`src/rtl/hamming_rx_serial_pkg.sv`:
```
// Shared definitions for the serial Hamming(7,4) receiver: FSM state
// encodings, codeword bit positions and the parity helper used by the
// syndrome calculator.
package hamming_rx_serial_pkg;

    typedef enum logic [2:0] {
        ST_IDLE  = 3'd0,
        ST_START = 3'd1,
        ST_DATA  = 3'd2,
        ST_STOP  = 3'd3,
        ST_BREAK = 3'd4
    } rx_state_e;

    // Codeword bit positions (position 1..7 maps to m[0]..m[6]).
    localparam int unsigned P1 = 0;
    localparam int unsigned P2 = 1;
    localparam int unsigned D0 = 2;
    localparam int unsigned P4 = 3;
    localparam int unsigned D1 = 4;
    localparam int unsigned D2 = 5;
    localparam int unsigned D3 = 6;

    // Even parity over four codeword bits; one syndrome bit per call.
    function automatic logic parity4(input logic a, input logic b,
                                     input logic c, input logic d);
        return a ^ b ^ c ^ d;
    endfunction

endpackage

```
`src/rtl/hamming_rx_serial_if.sv`:
```
// Line and result bundle of the serial Hamming receiver. The master side
// drives the serial line and observes the decoded results; the slave side
// is the receiver itself.
interface hamming_rx_serial_if;
    logic       rx;
    logic [3:0] d_out;
    logic       valid;
    logic       corr;
    logic       frame_err;

    modport master (
        output rx,
        input  d_out,
        input  valid,
        input  corr,
        input  frame_err
    );

    modport slave (
        input  rx,
        output d_out,
        output valid,
        output corr,
        output frame_err
    );
endinterface

```
`src/rtl/hamming_rx_serial_syndrome.sv`:
```
// Combinational Hamming(7,4) syndrome calculator and single-error corrector.
// Any non-zero syndrome names the (1-based) position of the flipped bit, so
// double errors are silently miscorrected, which is inherent to the code.
module hamming_syndrome_7_4
    import hamming_rx_serial_pkg::*;
(
    input  logic [6:0] m,
    output logic [2:0] syndrome,
    output logic [3:0] d_corr,
    output logic       corr
);

    logic [6:0] m_fix_s;

    // Compute the syndrome, flip the named bit and extract the payload.
    always_comb begin
        syndrome[0] = parity4(m[0], m[2], m[4], m[6]);
        syndrome[1] = parity4(m[1], m[2], m[5], m[6]);
        syndrome[2] = parity4(m[3], m[4], m[5], m[6]);
        m_fix_s     = m;
        if (syndrome != 3'd0) begin
            m_fix_s[syndrome - 3'd1] = ~m[syndrome - 3'd1];
            corr                     = 1'b1;
        end else begin
            corr                     = 1'b0;
        end
        d_corr = {m_fix_s[D3], m_fix_s[D2], m_fix_s[D1], m_fix_s[D0]};
    end

endmodule

```
`src/rtl/hamming_rx_serial.sv`:
```
// Serial receiver for Hamming(7,4) codewords framed by a start and a stop
// bit. The line is synchronized, the start bit is re-checked at its middle,
// and each subsequent bit is sampled one bit time later, i.e. mid-bit. A
// good stop bit registers the corrected payload and pulses valid; a low stop
// bit pulses frame_err and waits for the line to return high.
module hamming_rx_serial
    import hamming_rx_serial_pkg::*;
#(
    parameter int unsigned CLKS_PER_BIT = 1250
) (
    input  logic               clk,
    input  logic               rst_n,
    hamming_rx_serial_if.slave bus
);

    localparam int unsigned     CNT_W     = $clog2(CLKS_PER_BIT);
    localparam logic [CNT_W-1:0] HALF_LAST = CNT_W'(CLKS_PER_BIT / 2 - 1);
    localparam logic [CNT_W-1:0] BIT_LAST  = CNT_W'(CLKS_PER_BIT - 1);
    localparam logic [CNT_W-1:0] CNT_ONE   = CNT_W'(1);
    localparam logic [CNT_W-1:0] CNT_ZERO  = CNT_W'(0);

    logic             rx_meta_r;
    logic             rx_sync_r;
    rx_state_e        state_r;
    rx_state_e        state_nxt_s;
    logic [CNT_W-1:0] cnt_r;
    logic [CNT_W-1:0] cnt_nxt_s;
    logic [2:0]       idx_r;
    logic [2:0]       idx_nxt_s;
    logic [6:0]       shift_r;
    logic [6:0]       shift_nxt_s;
    logic             good_s;
    logic             bad_s;
    logic [3:0]       dec_d_s;
    logic [2:0]       dec_syn_s;
    logic             dec_corr_s;
    logic             corr_s;
    logic [3:0]       d_out_r;
    logic             valid_r;
    logic             corr_r;
    logic             frame_err_r;

    hamming_syndrome_7_4 u_syndrome (
        .m        (shift_r),
        .syndrome (dec_syn_s),
        .d_corr   (dec_d_s),
        .corr     (dec_corr_s)
    );

    // A correction is reported only when the syndrome actually names a bit.
    assign corr_s = dec_corr_s & (dec_syn_s != 3'd0);

    // Next-state, counter, bit index and shift register logic.
    always_comb begin
        state_nxt_s = state_r;
        cnt_nxt_s   = cnt_r + CNT_ONE;
        idx_nxt_s   = idx_r;
        shift_nxt_s = shift_r;
        good_s      = 1'b0;
        bad_s       = 1'b0;
        case (state_r)
            ST_IDLE: begin
                cnt_nxt_s = CNT_ZERO;
                if (!rx_sync_r) begin
                    state_nxt_s = ST_START;
                end else begin
                    state_nxt_s = ST_IDLE;
                end
            end
            ST_START: begin
                if (cnt_r == HALF_LAST) begin
                    cnt_nxt_s = CNT_ZERO;
                    if (!rx_sync_r) begin
                        state_nxt_s = ST_DATA;
                        idx_nxt_s   = 3'd0;
                    end else begin
                        state_nxt_s = ST_IDLE;
                    end
                end else begin
                    state_nxt_s = ST_START;
                end
            end
            ST_DATA: begin
                if (cnt_r == BIT_LAST) begin
                    cnt_nxt_s   = CNT_ZERO;
                    shift_nxt_s = {rx_sync_r, shift_r[6:1]};
                    if (idx_r == 3'd6) begin
                        state_nxt_s = ST_STOP;
                    end else begin
                        idx_nxt_s = idx_r + 3'd1;
                    end
                end else begin
                    state_nxt_s = ST_DATA;
                end
            end
            ST_STOP: begin
                if (cnt_r == BIT_LAST) begin
                    cnt_nxt_s = CNT_ZERO;
                    if (rx_sync_r) begin
                        good_s      = 1'b1;
                        state_nxt_s = ST_IDLE;
                    end else begin
                        bad_s       = 1'b1;
                        state_nxt_s = ST_BREAK;
                    end
                end else begin
                    state_nxt_s = ST_STOP;
                end
            end
            ST_BREAK: begin
                cnt_nxt_s = CNT_ZERO;
                if (rx_sync_r) begin
                    state_nxt_s = ST_IDLE;
                end else begin
                    state_nxt_s = ST_BREAK;
                end
            end
            default: begin
                cnt_nxt_s   = CNT_ZERO;
                state_nxt_s = ST_IDLE;
            end
        endcase
    end

    // Line synchronizer, FSM state, counters and registered outputs.
    always_ff @(posedge clk) begin
        if (!rst_n) begin
            rx_meta_r   <= 1'b1;
            rx_sync_r   <= 1'b1;
            state_r     <= ST_IDLE;
            cnt_r       <= CNT_ZERO;
            idx_r       <= 3'd0;
            shift_r     <= 7'd0;
            d_out_r     <= 4'd0;
            valid_r     <= 1'b0;
            corr_r      <= 1'b0;
            frame_err_r <= 1'b0;
        end else begin
            rx_meta_r   <= bus.rx;
            rx_sync_r   <= rx_meta_r;
            state_r     <= state_nxt_s;
            cnt_r       <= cnt_nxt_s;
            idx_r       <= idx_nxt_s;
            shift_r     <= shift_nxt_s;
            valid_r     <= good_s;
            corr_r      <= good_s & corr_s;
            frame_err_r <= bad_s;
            if (good_s) begin
                d_out_r <= dec_d_s;
            end
        end
    end

    assign bus.d_out     = d_out_r;
    assign bus.valid     = valid_r;
    assign bus.corr      = corr_r;
    assign bus.frame_err = frame_err_r;

endmodule

```
`src/flat_wrapper.sv`:
```
// flat-port wrapper written by rule: the top's interface ports become plain ports
module hamming_rx_serial_flat import hamming_rx_serial_pkg::*;
#(
    parameter int unsigned CLKS_PER_BIT = 1250
)
  (clk, rst_n, bus_rx, bus_d_out, bus_valid, bus_corr, bus_frame_err);
  hamming_rx_serial_if bus_i ();
  input  logic clk;
  input  logic rst_n;
  input wire logic [$bits(bus_i.rx)-1:0] bus_rx;
  output wire logic [$bits(bus_i.d_out)-1:0] bus_d_out;
  output wire logic [$bits(bus_i.valid)-1:0] bus_valid;
  output wire logic [$bits(bus_i.corr)-1:0] bus_corr;
  output wire logic [$bits(bus_i.frame_err)-1:0] bus_frame_err;
  assign bus_i.rx = bus_rx;
  assign bus_d_out = bus_i.d_out;
  assign bus_valid = bus_i.valid;
  assign bus_corr = bus_i.corr;
  assign bus_frame_err = bus_i.frame_err;
  hamming_rx_serial #(.CLKS_PER_BIT(CLKS_PER_BIT)) u_core (.clk(clk), .rst_n(rst_n), .bus(bus_i));
endmodule
```
`config.mk`:
```
export PLATFORM = sky130hd
export DESIGN_NAME = hamming_rx_serial_flat
export DESIGN_NICKNAME = d
export VERILOG_FILES = /design/src/rtl/hamming_rx_serial_pkg.sv /design/src/rtl/hamming_rx_serial_if.sv /design/src/rtl/hamming_rx_serial_syndrome.sv /design/src/rtl/hamming_rx_serial.sv /design/src/flat_wrapper.sv
export SDC_FILE = /design/constraint.sdc
export NUM_CORES = 1
export LEC_CHECK = 0
export ABC_CLOCK_PERIOD_IN_PS = 3340
export CAP_MARGIN = 20
export CORE_ASPECT_RATIO = 0.75
export CORE_MARGIN = 2
export CORE_UTILIZATION = 39
export CTS_CLUSTER_DIAMETER = 40
export CTS_CLUSTER_SIZE = 12
export DETAILED_ROUTE_END_ITERATION = 7
export DONT_BUFFER_PORTS = 1
export RECOVER_POWER = 50
export SLEW_MARGIN = 5
export SYNTH_ARGS = -nofsm -noshare
export SYNTH_HDL_FRONTEND = slang
export SYNTH_SLANG_ARGS = --single-unit
```
`constraint.sdc`:
```
create_clock -name clk -period 3.34 [get_ports clk]
set_input_delay 0.668 -clock clk [delete_from_list [all_inputs] [get_ports clk]]
set_output_delay 0.668 -clock clk [all_outputs]
set_load 0.005 [all_outputs]
```
==> flow_summary.toml <==
[layout]
nFillCells = 436
syn2layout_area_growth_pct = 4.53
final_nets = 197
final_area_mm2 = 0.00182
diodes = 0
drive_above_1_share = 0.0904

[detailed_routing]
drc = 0
drt_iter0_drc = 60
vias_per_cell = 5.24
antenna_left = 0
routed_wl_mm = 3.17
num_vias = 1285
drt-pass1-iter-count = 4
wire_per_inst_um = 12.9

[sta]
setup-tns-final_ns = 0
relSlewSlack = 0.390
setup_violations = 0
finalMaxSlewViolations = 0
min_period_ns = 2.52
fmax_mhz = 397
fin_crit_sh = 0.754
worst_slew_pin_slew_ns = 0.915
rsz0062_at_grt = "no"
hold_viol_final = 0
fin_skew_ns = 0.00736

[global_routing]
grtUsageMet2 = 0.169
grt_pass1_vias = 1071
grt_use_met1 = 0.215
grt_antenna_before_repair = 0
grt_overflow = 0
busiest_layer = "met1"
grt_max_degree = 15
grt_use_met3 = 0.0578
grt_usage = 0.140
grt_pass1_wl_mm = 5.20

[setup_path]
cp.arrival_ns = 2.69
regToRegStartpoint = "u_core.shift_r[2]"
critical_path_class = "reg -> reg"
required_ns = 3.52
cp-start-kind = "register"
reg2reg_slack_ns = 0.82
worst_setup_path_end_kind = "register"
r2r-end = "u_core.bus.d_out[3]"
cp_max_fo = 7
worst-r2r-cell-count = 8

[yosys]
netlist.area_leader.share = 0.379
synth.distinct_cells = 49
yosys.area.top_type = "dfxtp_1"
synth_edf_count = 0
synth_nets = 200
postSynth.asyncResetShare = 0
synth_area_mm2 = 0.00174
ys_top_cells_by_area = "dfxtp_1, ha_1, nor3_1, xor2_1, nand2_1"
syn_inst = 190
synthFlopType = "dfxtp_1"
ys_ff_latch = 33
yosysWarnings = 0
ys_seq_area_frac = 0.379
syn_area_per_cell_um2 = 9.17

[floorplan]
start_util = 0.397
core_mm2 = 0.00439
io_pins = 10
die_w_um = 81.2
fp-row-count = 21
dieArea_mm2 = 0.00502
fp.dieH_um = 61.9

[min_path]
min_path_type = "reg -> reg"
hold_start = "u_core.rx_meta_r"
hold_end = "u_core.rx_sync_r"
holdPathStages = 1

[power]
power_density_mw_per_mm2 = 382
p_leak_nw = 0.625
max-vdd-ir-drop_mv = 0.287

[placement]
portBuffers = 0
gp_congestion = 0.767
placed_cell_area_mm2 = 0.00174
dp_hpwl_mm = 2.28

[clock_tree]
cts_tree = "yes"
cts-root-buf = "clkbuf_8"
post_cts_resized = 0
ctsHoldBuffers = 0
numCtsBuffers = 5
postCtsSetupBuffers = 0
insertion_delay_ns = 0.28
path_clk_slew_ns = 0.07
h-tree-depth = 2
clockBufferDepth = 2
clkSinkCount = 33

[job]
max-cap-violations = 0

[status]
status = "finished clean"
how the worst max path moves through the flow:
stage	from	endpoint	slack (ns)
global placement	u_core.shift_r[2]	u_core.bus.d_out[3]	0.93
detailed placement	u_core.shift_r[2]	u_core.bus.d_out[3]	0.85
CTS	u_core.shift_r[2]	u_core.bus.d_out[3]	0.84
global route	u_core.shift_r[2]	u_core.bus.d_out[3]	0.65
floorplan	u_core.shift_r[4]	u_core.bus.d_out[3]	1.0
finish	u_core.shift_r[2]	u_core.bus.d_out[3]	0.82
cells in the mapped netlist (all sizes together), types with 2 or more instances:
cell,n
nand3b,2
inv,7
mux2i,2
nor2,5
xor2,10
clkbuf,5
a21oi,13
and2,6
nand3,6
and3,2
a32o,2
nor3,16
dfxtp,33
nor2b,2
buf,5
o21ai,4
nand4,6
nand2,20
xnor2,8
ha,7
and3b,2
nand2b,3
or3,4
nor4,3
flip-flops by register name, summed over array words and instances (netlist names):
signal / cells
u_core.shift_r: 7
u_core.idx_r: 3
u_core.cnt_r: 11
u_core.bus.d_out: 4
u_core.rx_sync_r: 1
u_core.bus.valid: 1
u_core.bus.frame_err: 1
u_core.state_r: 3
u_core.rx_meta_r: 1
u_core.bus.corr: 1
worst max-delay path, cell delays in order, from the launching register on:
cell and delay [ns]:
dfxtp_1 0.48, xor2_1 0.21, xnor2_1 0.15, ha_1 0.32, and2_1 0.17, ha_1 0.30, nor3_1 0.37, nand3_1 0.13
a32o_1 0.27
per-stage QoR:
stage	power [W]	std cells	hold slack (ns)	util	worst slack (ns)
6_report	0.000696	245	0.409	0.415	0.822
5_1_grt	0.000729	245	0.423	0.415	0.648
4_1_cts	0.000704	245	0.412	0.415	0.839
3_5_place_dp	0.000421	237	0.396	0.396	0.851
3_3_place_gp	0.000422	237	0.387	0.396	0.926
2_1_floorplan	0.000418	190	0.386	-	0.999
logic make-up after synthesis:
logic type	after synthesis	synth area share
XOR/XNOR	19	0.116
buffers and inverters	18	0.0603
flip-flops	33	0.379
AO/OA/AOI/OAI	31	0.126
AND/OR/NAND/NOR	80	0.256
multiplexers	2	0.0115
adder cells (fa/ha/maj)	7	0.0503
power by group:
part	switching, W	internal, W
sequential	0.00000233	0.000396
clock	0.000139	0.000144
combinational	0.0000102	0.00000445
total	0.000152	0.000544
routing by layer:
| layer | share of wire | wire [um] |
|---|---|---|
| met1 | 0.58 | 1850 |
| met2 | 0.37 | 1190 |
| met3 | 0.037 | 116 |
| met4 | 0.0066 | 21 |
| met5 | 0 | 0 |
layout make-up:
cell class	count	area [um^2]	area share
Clock buffer	6	72.6	0.0399
Clock inverter	2	10.0	0.00550
Multi-Input combinational cell	139	976	0.536
Tap cell	57	71.3	0.0392
Sequential cell	33	661	0.363
Inverter	8	30.0	0.0165
layout by cell type, fill, tap and decap left out, types with 2 or more instances in the layout:
master and instances:
a21oi_1 13, a32o_1 2, and2_1 5, and3_1 2, and3b_1 2, clkbuf_8 5, clkinv_2 2, dfxtp_1 33
ha_1 7, inv_1 7, mux2i_1 2, nand2_1 19, nand2b_1 3, nand3_1 6, nand3b_1 2, nand4_1 6
nor2_1 5, nor2b_1 2, nor3_1 16, nor4_1 3, o21ai_0 4, or3_1 3, xnor2_1 6, xnor2_2 2
xor2_1 9
Note: power is estimated with default switching activity, not from simulation.
